<file path="src/rtl/clock_pkg.sv">
// Shared clock-domain types and limits for the time/alarm editor, timekeeper and alarm comparator.
package clock_pkg;
  localparam int MIN_W    = 7;
  localparam int HOUR_W   = 6;
  localparam int MAX_MIN  = 59;
  localparam int MAX_HOUR = 23;

  typedef enum logic [2:0] {
    IDLE,
    TIME_HOURS,
    TIME_MINUTES,
    ALARM_HOURS,
    ALARM_MINUTES
  } setting_state_t;

  // Compare before adding so an out-of-range value wraps straight to 0.
  function automatic logic [MIN_W-1:0] inc_min(input logic [MIN_W-1:0] v);
    return (v >= MIN_W'(MAX_MIN)) ? '0 : v + 1'b1;
  endfunction

  function automatic logic [HOUR_W-1:0] inc_hour(input logic [HOUR_W-1:0] v);
    return (v >= HOUR_W'(MAX_HOUR)) ? '0 : v + 1'b1;
  endfunction
endpackage

</file>
<file path="src/rtl/setting_controller_btn_edge.sv">
// One-bit rising-edge detector; the edge is visible in the same cycle the high level arrives.
module btn_edge (
  input  logic clk,
  input  logic rst,
  input  logic btn_i,
  output logic rise_o
);
  logic prev_q;

  always_ff @(posedge clk) begin
    if (rst) prev_q <= 1'b0;
    else     prev_q <= btn_i;
  end

  assign rise_o = btn_i & ~prev_q;
endmodule

</file>
<file path="src/rtl/setting_controller.sv">
// Button-driven time/alarm editor with registered outputs and a one-cycle time_load commit.
// Optional inactivity timeout is enabled with `define SETTING_TIMEOUT_EN.
module setting_controller
  import clock_pkg::*;
#(
  parameter int TIMEOUT_S = 30
) (
  input  logic              clk,
  input  logic              rst,
  input  logic              btn_mode,
  input  logic              btn_select,
  input  logic              btn_inc,
  input  logic              tick_1hz,
  input  logic [MIN_W-1:0]  minutes,
  input  logic [HOUR_W-1:0] hours,
  output logic [MIN_W-1:0]  minutes_settings,
  output logic [HOUR_W-1:0] hours_settings,
  output logic              time_settings_signal,
  output logic              alarm_settings_signal,
  output logic              edit_hours,
  output logic              time_load,
  output logic [MIN_W-1:0]  alarm_minutes,
  output logic [HOUR_W-1:0] alarm_hours
);
  logic mode_e, sel_e, inc_e;

  btn_edge u_mode (.clk(clk), .rst(rst), .btn_i(btn_mode),   .rise_o(mode_e));
  btn_edge u_sel  (.clk(clk), .rst(rst), .btn_i(btn_select), .rise_o(sel_e));
  btn_edge u_inc  (.clk(clk), .rst(rst), .btn_i(btn_inc),    .rise_o(inc_e));

  setting_state_t    state_q, state_d;
  logic [MIN_W-1:0]  min_q, min_d, am_q, am_d;
  logic [HOUR_W-1:0] hr_q, hr_d, ah_q, ah_d;
  logic              tl_d;

`ifdef SETTING_TIMEOUT_EN
  localparam int CNT_W = (TIMEOUT_S < 1) ? 1 : $clog2(TIMEOUT_S + 1);
  logic [CNT_W-1:0] idle_cnt_q, idle_cnt_d;
  logic             any_edge, timeout;

  assign any_edge = mode_e | sel_e | inc_e;
  // A button edge in the timeout cycle wins: the edit stays alive.
  assign timeout  = tick_1hz && (state_q != IDLE) && !any_edge &&
                    (idle_cnt_q >= CNT_W'(TIMEOUT_S - 1));
`else
  logic unused_tick;
  localparam int unused_timeout = TIMEOUT_S;
  assign unused_tick = tick_1hz;
`endif

  always_comb begin
    state_d = state_q;
    min_d   = min_q;
    hr_d    = hr_q;
    am_d    = am_q;
    ah_d    = ah_q;
    tl_d    = 1'b0;
    case (state_q)
      IDLE: if (mode_e) begin
        state_d = TIME_HOURS;
        min_d   = minutes;
        hr_d    = hours;
      end
      TIME_HOURS, TIME_MINUTES: begin
        if (mode_e) begin
          state_d = ALARM_HOURS;
          min_d   = am_q;
          hr_d    = ah_q;
        end else if (sel_e) begin
          if (state_q == TIME_HOURS) state_d = TIME_MINUTES;
          else begin
            state_d = IDLE;
            tl_d    = 1'b1;
          end
        end else if (inc_e) begin
          if (state_q == TIME_HOURS) hr_d  = inc_hour(hr_q);
          else                       min_d = inc_min(min_q);
        end
      end
      ALARM_HOURS, ALARM_MINUTES: begin
        if (mode_e) state_d = IDLE;
        else if (sel_e) begin
          if (state_q == ALARM_HOURS) state_d = ALARM_MINUTES;
          else begin
            state_d = IDLE;
            am_d    = min_q;
            ah_d    = hr_q;
          end
        end else if (inc_e) begin
          if (state_q == ALARM_HOURS) hr_d  = inc_hour(hr_q);
          else                        min_d = inc_min(min_q);
        end
      end
      default: state_d = IDLE;
    endcase
`ifdef SETTING_TIMEOUT_EN
    if (timeout) state_d = IDLE;
    idle_cnt_d = idle_cnt_q;
    if (any_edge || (state_d != state_q))   idle_cnt_d = '0;
    else if (tick_1hz && state_q != IDLE)   idle_cnt_d = idle_cnt_q + 1'b1;
`endif
  end

  always_ff @(posedge clk) begin
    if (rst) begin
      state_q               <= IDLE;
      min_q                 <= '0;
      hr_q                  <= '0;
      am_q                  <= '0;
      ah_q                  <= '0;
      time_load             <= 1'b0;
      time_settings_signal  <= 1'b0;
      alarm_settings_signal <= 1'b0;
      edit_hours            <= 1'b0;
`ifdef SETTING_TIMEOUT_EN
      idle_cnt_q            <= '0;
`endif
    end else begin
      state_q               <= state_d;
      min_q                 <= min_d;
      hr_q                  <= hr_d;
      am_q                  <= am_d;
      ah_q                  <= ah_d;
      time_load             <= tl_d;
      time_settings_signal  <= (state_d == TIME_HOURS)  || (state_d == TIME_MINUTES);
      alarm_settings_signal <= (state_d == ALARM_HOURS) || (state_d == ALARM_MINUTES);
      edit_hours            <= (state_d == TIME_HOURS)  || (state_d == ALARM_HOURS);
`ifdef SETTING_TIMEOUT_EN
      idle_cnt_q            <= idle_cnt_d;
`endif
    end
  end

  assign minutes_settings = min_q;
  assign hours_settings   = hr_q;
  assign alarm_minutes    = am_q;
  assign alarm_hours      = ah_q;
endmodule

</file>
<file path="config.mk">
export PLATFORM = sky130hd
export DESIGN_NAME = setting_controller
export DESIGN_NICKNAME = d
export VERILOG_FILES = /design/src/rtl/clock_pkg.sv /design/src/rtl/setting_controller_btn_edge.sv /design/src/rtl/setting_controller.sv
export SDC_FILE = /design/constraint.sdc
export NUM_CORES = 1
export LEC_CHECK = 0
export CORE_MARGIN = 4
export CORE_UTILIZATION = 25
export DETAILED_ROUTE_END_ITERATION = 10
export SLEW_MARGIN = 25
export SYNTH_ARGS = -nofsm -noshare
export SYNTH_HDL_FRONTEND = slang
export SYNTH_SLANG_ARGS = --single-unit
</file>
<file path="constraint.sdc">
create_clock -name clk -period 3.7 [get_ports clk]
set_input_delay 0.74 -clock clk [delete_from_list [all_inputs] [get_ports clk]]
set_output_delay 0.74 -clock clk [all_outputs]
set_load 0.01 [all_outputs]
</file>
==> results of run 1 <==
-- flip-flops by register name (all words and copies together) (netlist names) --
signal	cells
alarm_hours	6
alarm_minutes	7
alarm_settings_signal	1
edit_hours	1
hours_settings	6
minutes_settings	7
state_q	3
time_load	1
time_settings_signal	1
u_inc.prev_q	1
u_mode.prev_q	1
u_sel.prev_q	1
-- synth_stat cells (3+ instances only) --
| library cell | instances |
|---|---|
| a21oi_1 | 11 |
| and3_1 | 4 |
| nand3_1 | 7 |
| nor2b_1 | 5 |
| buf_6 | 5 |
| nor3_1 | 6 |
| buf_2 | 3 |
| nand2_1 | 12 |
| inv_1 | 5 |
| clkbuf_1 | 3 |
| a22o_1 | 3 |
| a211oi_1 | 5 |
| a222oi_1 | 6 |
| nor3b_1 | 3 |
| nand3b_1 | 3 |
| nor2_1 | 26 |
| o21ai_0 | 4 |
| o221ai_1 | 4 |
| mux2i_1 | 10 |
| dfxtp_1 | 36 |
-- worst max-delay path, stage by stage --
cell	delay (ns)
clkdlybuf4s50_1	0.48
nand2b_1	0.33
nand4_2	0.64
mux2i_1	0.34
nor2_1	0.06
-- power by group through the flow --
stage / clock network, W / logic [W] / registers (W)
after floorplan: 0 / 0.000104 / 0.000437
after global placement: 0 / 0.000168 / 0.000441
after detailed placement: 0 / 0.000169 / 0.000441
after CTS: 0.000298 / 0.000170 / 0.000433
after global routing: 0.000316 / 0.000186 / 0.000436
final: 0.000289 / 0.000168 / 0.000433
-- cell usage in the layout (no fill, tap or decap), types with 6 or more instances in the layout --
cell | Yosys | routed
clkbuf_8 | 0 | 6
mux2i_1 | 10 | 10
nor3_1 | 6 | 6
dfxtp_1 | 36 | 36
clkdlybuf4s50_1 | 0 | 47
nand3_1 | 7 | 7
a222oi_1 | 6 | 6
a21oi_1 | 11 | 11
nor2_1 | 26 | 26
nand2_1 | 12 | 12
-- metal layers --
metal / up-vias / global-route usage [%] / wire length (µm)
met3: 7 / 3.631 / 308
met1: 801 / 15.18 / 2322
li1: 860 / - / -
met5: - / 0 / 0
met2: 43 / 16.62 / 2183
met4: 0 / 3.245 / 48
-- cell families (layout without fill, tap and decap cells) --
kind of cell / count (synthesis) / count (layout) / share of synthesized area [%]
muxes: 10 / 10 / 5.256
xor gates and xnor gates: 3 / 3 / 1.774
AOI/OAI and AO/OA: 56 / 56 / 24.77
adders and majority gates: 2 / 2 / 1.314
buffers and inverters: 20 / 66 / 6.504
DFF: 36 / 36 / 37.84
and+or+nand+nor: 79 / 79 / 22.54
-- final cells by class --
class,instances,share of cell area [%]
multi-input cells,150,42.03
flip-flops and latches,36,28.59
repair buffers,51,19.85
well taps,99,4.913
clock buffers,8,3.573
inverters,7,1.042
-- worst max path at each step --
stage	from	endpoint	slack, ns	cells after the start
4_1_cts	btn_mode	alarm_minutes[3]	1.26	5
5_1_grt	btn_mode	minutes_settings[2]	1.11	6
2_1_floorplan	btn_mode	minutes_settings[2]	1.89	6
3_3_place_gp	btn_mode	minutes_settings[4]	0.99	6
3_5_place_dp	btn_mode	alarm_minutes[6]	0.95	5
6_report	btn_mode	alarm_minutes[3]	1.27	5
-- per-stage QoR --
step | utilization [%] | hold WS [ns]
final | 34.39 | 0.5197
after global routing | 34.39 | 0.5493
after CTS | 34.39 | 0.5290
after detailed placement | 33.16 | 0.5071
after global placement | 33.16 | 0.5037
after floorplan | - | 0.5028
==> metrics.yaml, run 1 <==
status: "complete, no violations"
clk_pin_slew_ns: 0.07
hold_viol: 0
dp_cells: 343
rrSetupSlack_ns: 1.35
comb_power_share_pct: 18.9
synth_flop_cell: "dfxtp_1"
antenna_cells: 0
track_usage_pct: 11.11
drive_above_1_share_pct: 9.524
synth_area_leaders: "dfxtp_1 (38%), mux2i_1 (5.3%), nor2_1 (5.1%), a222oi_1 (3.2%), buf_6 (3.0%)"
grt_max_degree: 32
die_area_um2: 9077
die-height_um: 95.28
row_count: 31
num_vias: 1711
pwr-share-seq_pct: 48.6
syn_to_final_growth_pct: 32.39
switching_power_w: 0.0002457
pwr-share-clk_pct: 32.5
timing.max_cap.violations: 0
routed_via_density: 4.875
totalPowerFinal_w: 0.0008904
clock_latency_ns: 0.29
syn_area_um2: 1904
rsz0062_at_grt: "no"
hold_buffers: 0
antenna_found_initial: 0
min_to: "alarm_hours[3]"
gp_routability_congestion: 0.8393
syn_inst: 206
synth_top_area_share_pct: 37.84
detail_route.iter0.violations: 97
cts_setup_buffers: 0
port_buffers: 47
setup_viol: 0
crit_fanout: 17
netSwitchingFraction_pct: 27.60
synth_top_cell_by_area: "dfxtp_1"
power.internal_w: 0.0006447
synth_nets: 227
p_per_area_nw_per_um2: 353.2
hold-path-cell-count: 2
end_kind: "flip-flop"
ir_worst_vdd_uv: 133.8
min_period_ns: 2.429
yosys_warnings: 0
fmax_mhz: 411.7
timing.final.ws_setup_ns: 1.271
wl_per_cell_um: 13.85
design_area_um2: 2521
rr_startpoint: "state_q[2]"
htreeDepth: 2
clock_path_buffers: 2
cts_tree: "built"
initial_utilization_pct: 25.98
postRouteAntennaNets: 0
ios: 49
synth_seq_cells: 36
numCtsBuffers: 5
place_ws_ns: 0.9537
cp.arrival_ns: 2.60
grt-ovfl-total: 0
synth_edf_count: 0
finalCritPeriodShare_pct: 65.64
drt_first_pass_iters: 4
r2r-end: "minutes_settings[5]"
dp_hpwl_mm: 3.442
maxSlewHeadroom_pct: 52.39
grt_first_pass_wirelength_mm: 7.935
root_buffer: "clkbuf_8"
slew_viol_final: 0
p_leak_nw: 0.9314
register_area_um2: 720.7
grt_pass1_vias: 1629
r2r_cells: 6
synth_cell_types: 53
min_path_type: "flip-flop to flip-flop"
ys_seq_area_share_pct: 37.84
tightest_slew_ns: 0.7125
min_from: "alarm_hours[3]"
fill_cells: 749
instances_no_fill: 351
placed_area_um2: 2431
required_ns: 3.87
drc: 0
cts.sinks: 36
nets: 272
die_w_um: 95.28
ctsResizeCount: 0
tns_ns: 0
crit_type: "input port to flip-flop"
totalWireLength_mm: 4.863
multi_input_area_um2: 1060
core_area_um2: 7331
cp-start-kind: "input port"
finClkSkew_ns: 0.004732
ys_async_sr_fraction_pct: 0
syn_avg_cell_area_um2: 9.244
No activity file was read; power rests on OpenSTA's default activity.
==> run 2: changes to the inputs <==
clock period = 2.3 ns   (was 3.7 ns; I/O delays follow)
==> run 2 against run 1 <==
- final area grew 4.9%
- clock power is 110% higher
- power rose by 79%
- die area unchanged
- sequential power increased by 60%
- global-route usage grew 0.30 points
- largest cell class unchanged
==> metrics.yaml, run 2 (synthesized netlist as in run 1, its figures left out) <==
status: "complete, no violations"
p_leak_nw: 1.006
p_per_area_nw_per_um2: 601.4
die-height_um: 95.28
pwr-share-seq_pct: 43.5
routed_via_density: 4.892
cp.arrival_ns: 2.15
antenna_cells: 0
hold_viol: 0
netSwitchingFraction_pct: 25.38
track_usage_pct: 11.41
num_vias: 1766
core_area_um2: 7331
port_buffers: 47
dp_hpwl_mm: 3.548
final_cell_mix: "clkdlybuf4s50_1 (47), dfxtp_1 (36), nor2_1 (26)"
ir_worst_vdd_uv: 204.1
pwr-share-clk_pct: 38.2
tns_ns: 0
min_path_type: "flip-flop to flip-flop"
postRouteAntennaNets: 0
maxSlewHeadroom_pct: 67.85
ctsResizeCount: 0
grt_pass1_vias: 1667
totalPowerFinal_w: 0.001591
ios: 49
hold_buffers: 0
comb_power_share_pct: 18.3
totalWireLength_mm: 5.011
power.internal_w: 0.001187
gp_routability_congestion: 0.8027
crit_type: "input port to flip-flop"
placed_area_um2: 2519
end_kind: "flip-flop"
setup_viol: 0
timing.max_cap.violations: 0
required_ns: 2.50
clock_latency_ns: 0.28
switching_power_w: 0.0004037
antenna_found_initial: 0
htreeDepth: 2
cts_tree: "built"
cp-start-kind: "input port"
clock_path_buffers: 2
die_area_um2: 9077
grt_max_degree: 31
drc: 0
drt_first_pass_iters: 4
rsz0062_at_grt: "no"
drive_above_1_share_pct: 13.74
slew_viol_final: 0
initial_utilization_pct: 25.98
cts.sinks: 36
grt-ovfl-total: 0
min_period_ns: 1.945
syn_to_final_growth_pct: 38.90
layout.cells.most_common: "clkdlybuf4s50_1"
numCtsBuffers: 5
die_w_um: 95.28
design_area_um2: 2645
cts_setup_buffers: 0
fmax_mhz: 514.3
wl_per_cell_um: 13.88
nets: 282
finClkSkew_ns: 0.004154
rrSetupSlack_ns: 0.42
detail_route.iter0.violations: 112
tightest_slew_ns: 0.4817
clk_pin_slew_ns: 0.07
row_count: 31
crit_fanout: 11
fin_hold_ws_ns: 0.5179
root_buffer: "clkbuf_8"
finalCritPeriodShare_pct: 84.54
grt_first_pass_wirelength_mm: 8.286
-- run 2: cell types whose count changed in the layout (fill, tap and decap cells not counted), sizes merged --
cell    delta
clkbuf     -1
bufinv     +1
buf       +10
-- run 2: worst max-delay path, cell delays in order --
cell and delay, ns:
clkdlybuf4s50_1 0.55, and2b_1 0.26, o31ai_1 0.12, a211oi_2 0.19, buf_4 0.20, nand2_1 0.13
o221ai_1 0.23
-- run 2: final timing paths --
check / start / to / depth (start not counted)
worst min register to register: alarm_hours[0] / alarm_hours[0] / 2
worst min-delay path: alarm_hours[0] / alarm_hours[0] / 2
worst max-delay path: btn_mode / minutes_settings[4] / 7
worst max register to register: state_q[0] / hours_settings[3] / 7
-- run 2: layout make-up --
class                           count  area, µm²
Sequential cell                    36      720.7
Clock inverter                      1      30.03
Fill cell                         743       4686
Tap cell                           99      123.9
Clock buffer                        7      96.34
Timing Repair Buffer               61      588.1
Multi-Input combinational cell    150       1060
Inverter                            7      26.28
-- run 2: power groups by stage --
stage	registers (W)	logic (W)	clock network, W
detailed placement	0.000706	0.000291	0
floorplan	0.000704	0.000167	0
finish	0.000692	0.000292	0.000607
global route	0.000698	0.000319	0.000650
CTS	0.000692	0.000293	0.000629
global placement	0.000705	0.000290	0
-- run 2: routing by layer --
layer	GRT usage (%)	share of wire, %
met1	16.74	50
met2	16.62	44
met3	2.999	5.9
met4	2.524	0.42
met5	0	0
-- run 2: per-stage QoR --
step	std cells	setup WS [ns]	util, %
after floorplan	206	0.6168	-
after global placement	353	0.07864	34.36
after detailed placement	353	0.07342	34.36
after CTS	361	0.3738	36.08
after global routing	361	0.1828	36.08
final	361	0.3555	36.08
==> run 3: changes to the inputs <==
clock period = 1.75 ns   (was 2.3 ns; I/O delays follow)
==> run 3 against run 2 <==
- core utilization increased by 2.9 points
- clock skew increased by 0.0026 ns
- hold slack got worse by 0.060 ns
- global-route usage rose by 0.63 points
- critical path depth rose by 1
- register-to-register slack worse by 0.40 ns
- cell count is 6.1% higher
- largest cell class unchanged
==> metrics.yaml, run 3 (synthesized netlist as in run 1, its figures left out) <==
layout.cells.most_common: "clkdlybuf4s50_1"
multi_input_area_um2: 1067
required_ns: 1.95
slew_viol_final: 0
clock_path_buffers: 2
antenna_cells: 0
ios: 49
antenna_found_initial: 0
crit_fanout: 10
dp_hpwl_mm: 3.863
grt_max_degree: 31
cts.sinks: 36
routed_via_density: 4.862
placed_area_um2: 2701
syn_to_final_growth_pct: 50.20
crit_type: "flip-flop to flip-flop"
nets: 304
cp.arrival_ns: 1.93
core_area_um2: 7331
tightest_slew_ns: 0.3078
initial_utilization_pct: 25.98
totalWireLength_mm: 5.201
numCtsBuffers: 5
postRouteAntennaNets: 0
tns_ns: 0
rsz0062_at_grt: "yes"
num_vias: 1862
finalCritPeriodShare_pct: 98.81
drc: 0
htreeDepth: 2
status: "complete, no violations"
die-height_um: 95.28
root_buffer: "clkbuf_8"
port_buffers: 47
grt-ovfl-total: 0
finClkSkew_ns: 0.006781
cp-start-kind: "flip-flop"
ir_worst_vdd_uv: 274.8
gp_routability_congestion: 0.8624
hold_buffers: 0
end_kind: "flip-flop"
p_leak_nw: 1.142
timing.max_cap.violations: 0
die_w_um: 95.28
drive_above_1_share_pct: 22.54
min_period_ns: 1.729
maxSlewHeadroom_pct: 79.42
detail_route.iter0.violations: 122
row_count: 31
p_per_area_nw_per_um2: 755.1
register_area_um2: 728.2
fill_cells: 727
setup_viol: 0
track_usage_pct: 12.04
fmax_mhz: 578.3
design_area_um2: 2860
grt_first_pass_wirelength_mm: 8.694
clk_pin_slew_ns: 0.08
min_path_type: "input port to flip-flop"
cts_tree: "built"
grt_pass1_vias: 1828
drt_first_pass_iters: 5
final_cell_mix: "clkdlybuf4s50_1 (46), dfxtp_1 (32), buf_4 (32)"
hold_viol: 0
die_area_um2: 9077
clock_latency_ns: 0.28
wl_per_cell_um: 13.58
==> run 3: changes by cell type in the layout (fill, tap and decap cells not counted), moves of 2 or more <==
| cell | before | now |
|---|---|---|
| buf_4 | 13 | 32 |
| dfxtp_1 | 36 | 32 |
| dfxtp_2 | 0 | 3 |
| buf_12 | 1 | 3 |
==> run 3: metal layers <==
layer	vias up	wire [µm]	GRT usage, %
met3	5	328	3.394
met1	873	2467	17.08
li1	928	-	-
met2	56	2374	18.02
met4	0	31	2.764
met5	-	0	0
==> run 3: layout make-up <==
cell class | instances | share of cell area (%)
inverter | 7 | 1.050
sequential | 36 | 25.46
timing repair buffer | 83 | 27.43
multi-input combinational | 150 | 37.31
tap | 99 | 4.331
clock inverter | 1 | 1.050
clock buffer | 7 | 3.368
==> run 3: final timing paths <==
check	start	to	slack, ns	depth (start not counted)
min reg2reg	state_q[2]	state_q[1]	0.53	1
min	btn_mode	u_mode.prev_q	0.46	2
max	minutes_settings[0]	minutes_settings[4]	0.02	8
max reg2reg	minutes_settings[0]	minutes_settings[4]	0.02	8
==> run 3: stage by stage <==
step                      std cells  power, W  worst slack (ns)  hold slack (ns)  util, %
after floorplan                 206  0.001144           0.06676           0.4782        -
after global placement          374  0.001364           -0.3117           0.5029    36.85
after detailed placement        374  0.001368           -0.3636           0.5162    36.85
after CTS                       382  0.002187          0.004996           0.5343    38.71
after global routing            383  0.002264           -0.1089           0.4555    39.02
final                           383  0.002160           0.02083           0.4581    39.02
==> run 3: timing repair <==
action                                  4_1_cts  5_1_grt
endpoints found under the setup margin        8       15
cloned                                        0        0
buffers inserted                              0        2
gates resized for setup                       3        6
pin swaps                                     1        2
==> run 3: power breakdown <==
group,total (W),switching [W],internal [W]
Clock,0.000804,0.000301,0.000503
Sequential,0.000885,0.0000283,0.000856
Combinational,0.000471,0.000217,0.000254
==> run 3: critical path, stage by stage, from the launching register on <==
cell      delay (ns)
dfxtp_2         0.33
ha_1            0.20
a211oi_1        0.22
nor3b_1         0.09
buf_4           0.15
a211oi_4        0.21
buf_6           0.17
a222oi_1        0.08
o221ai_1        0.20
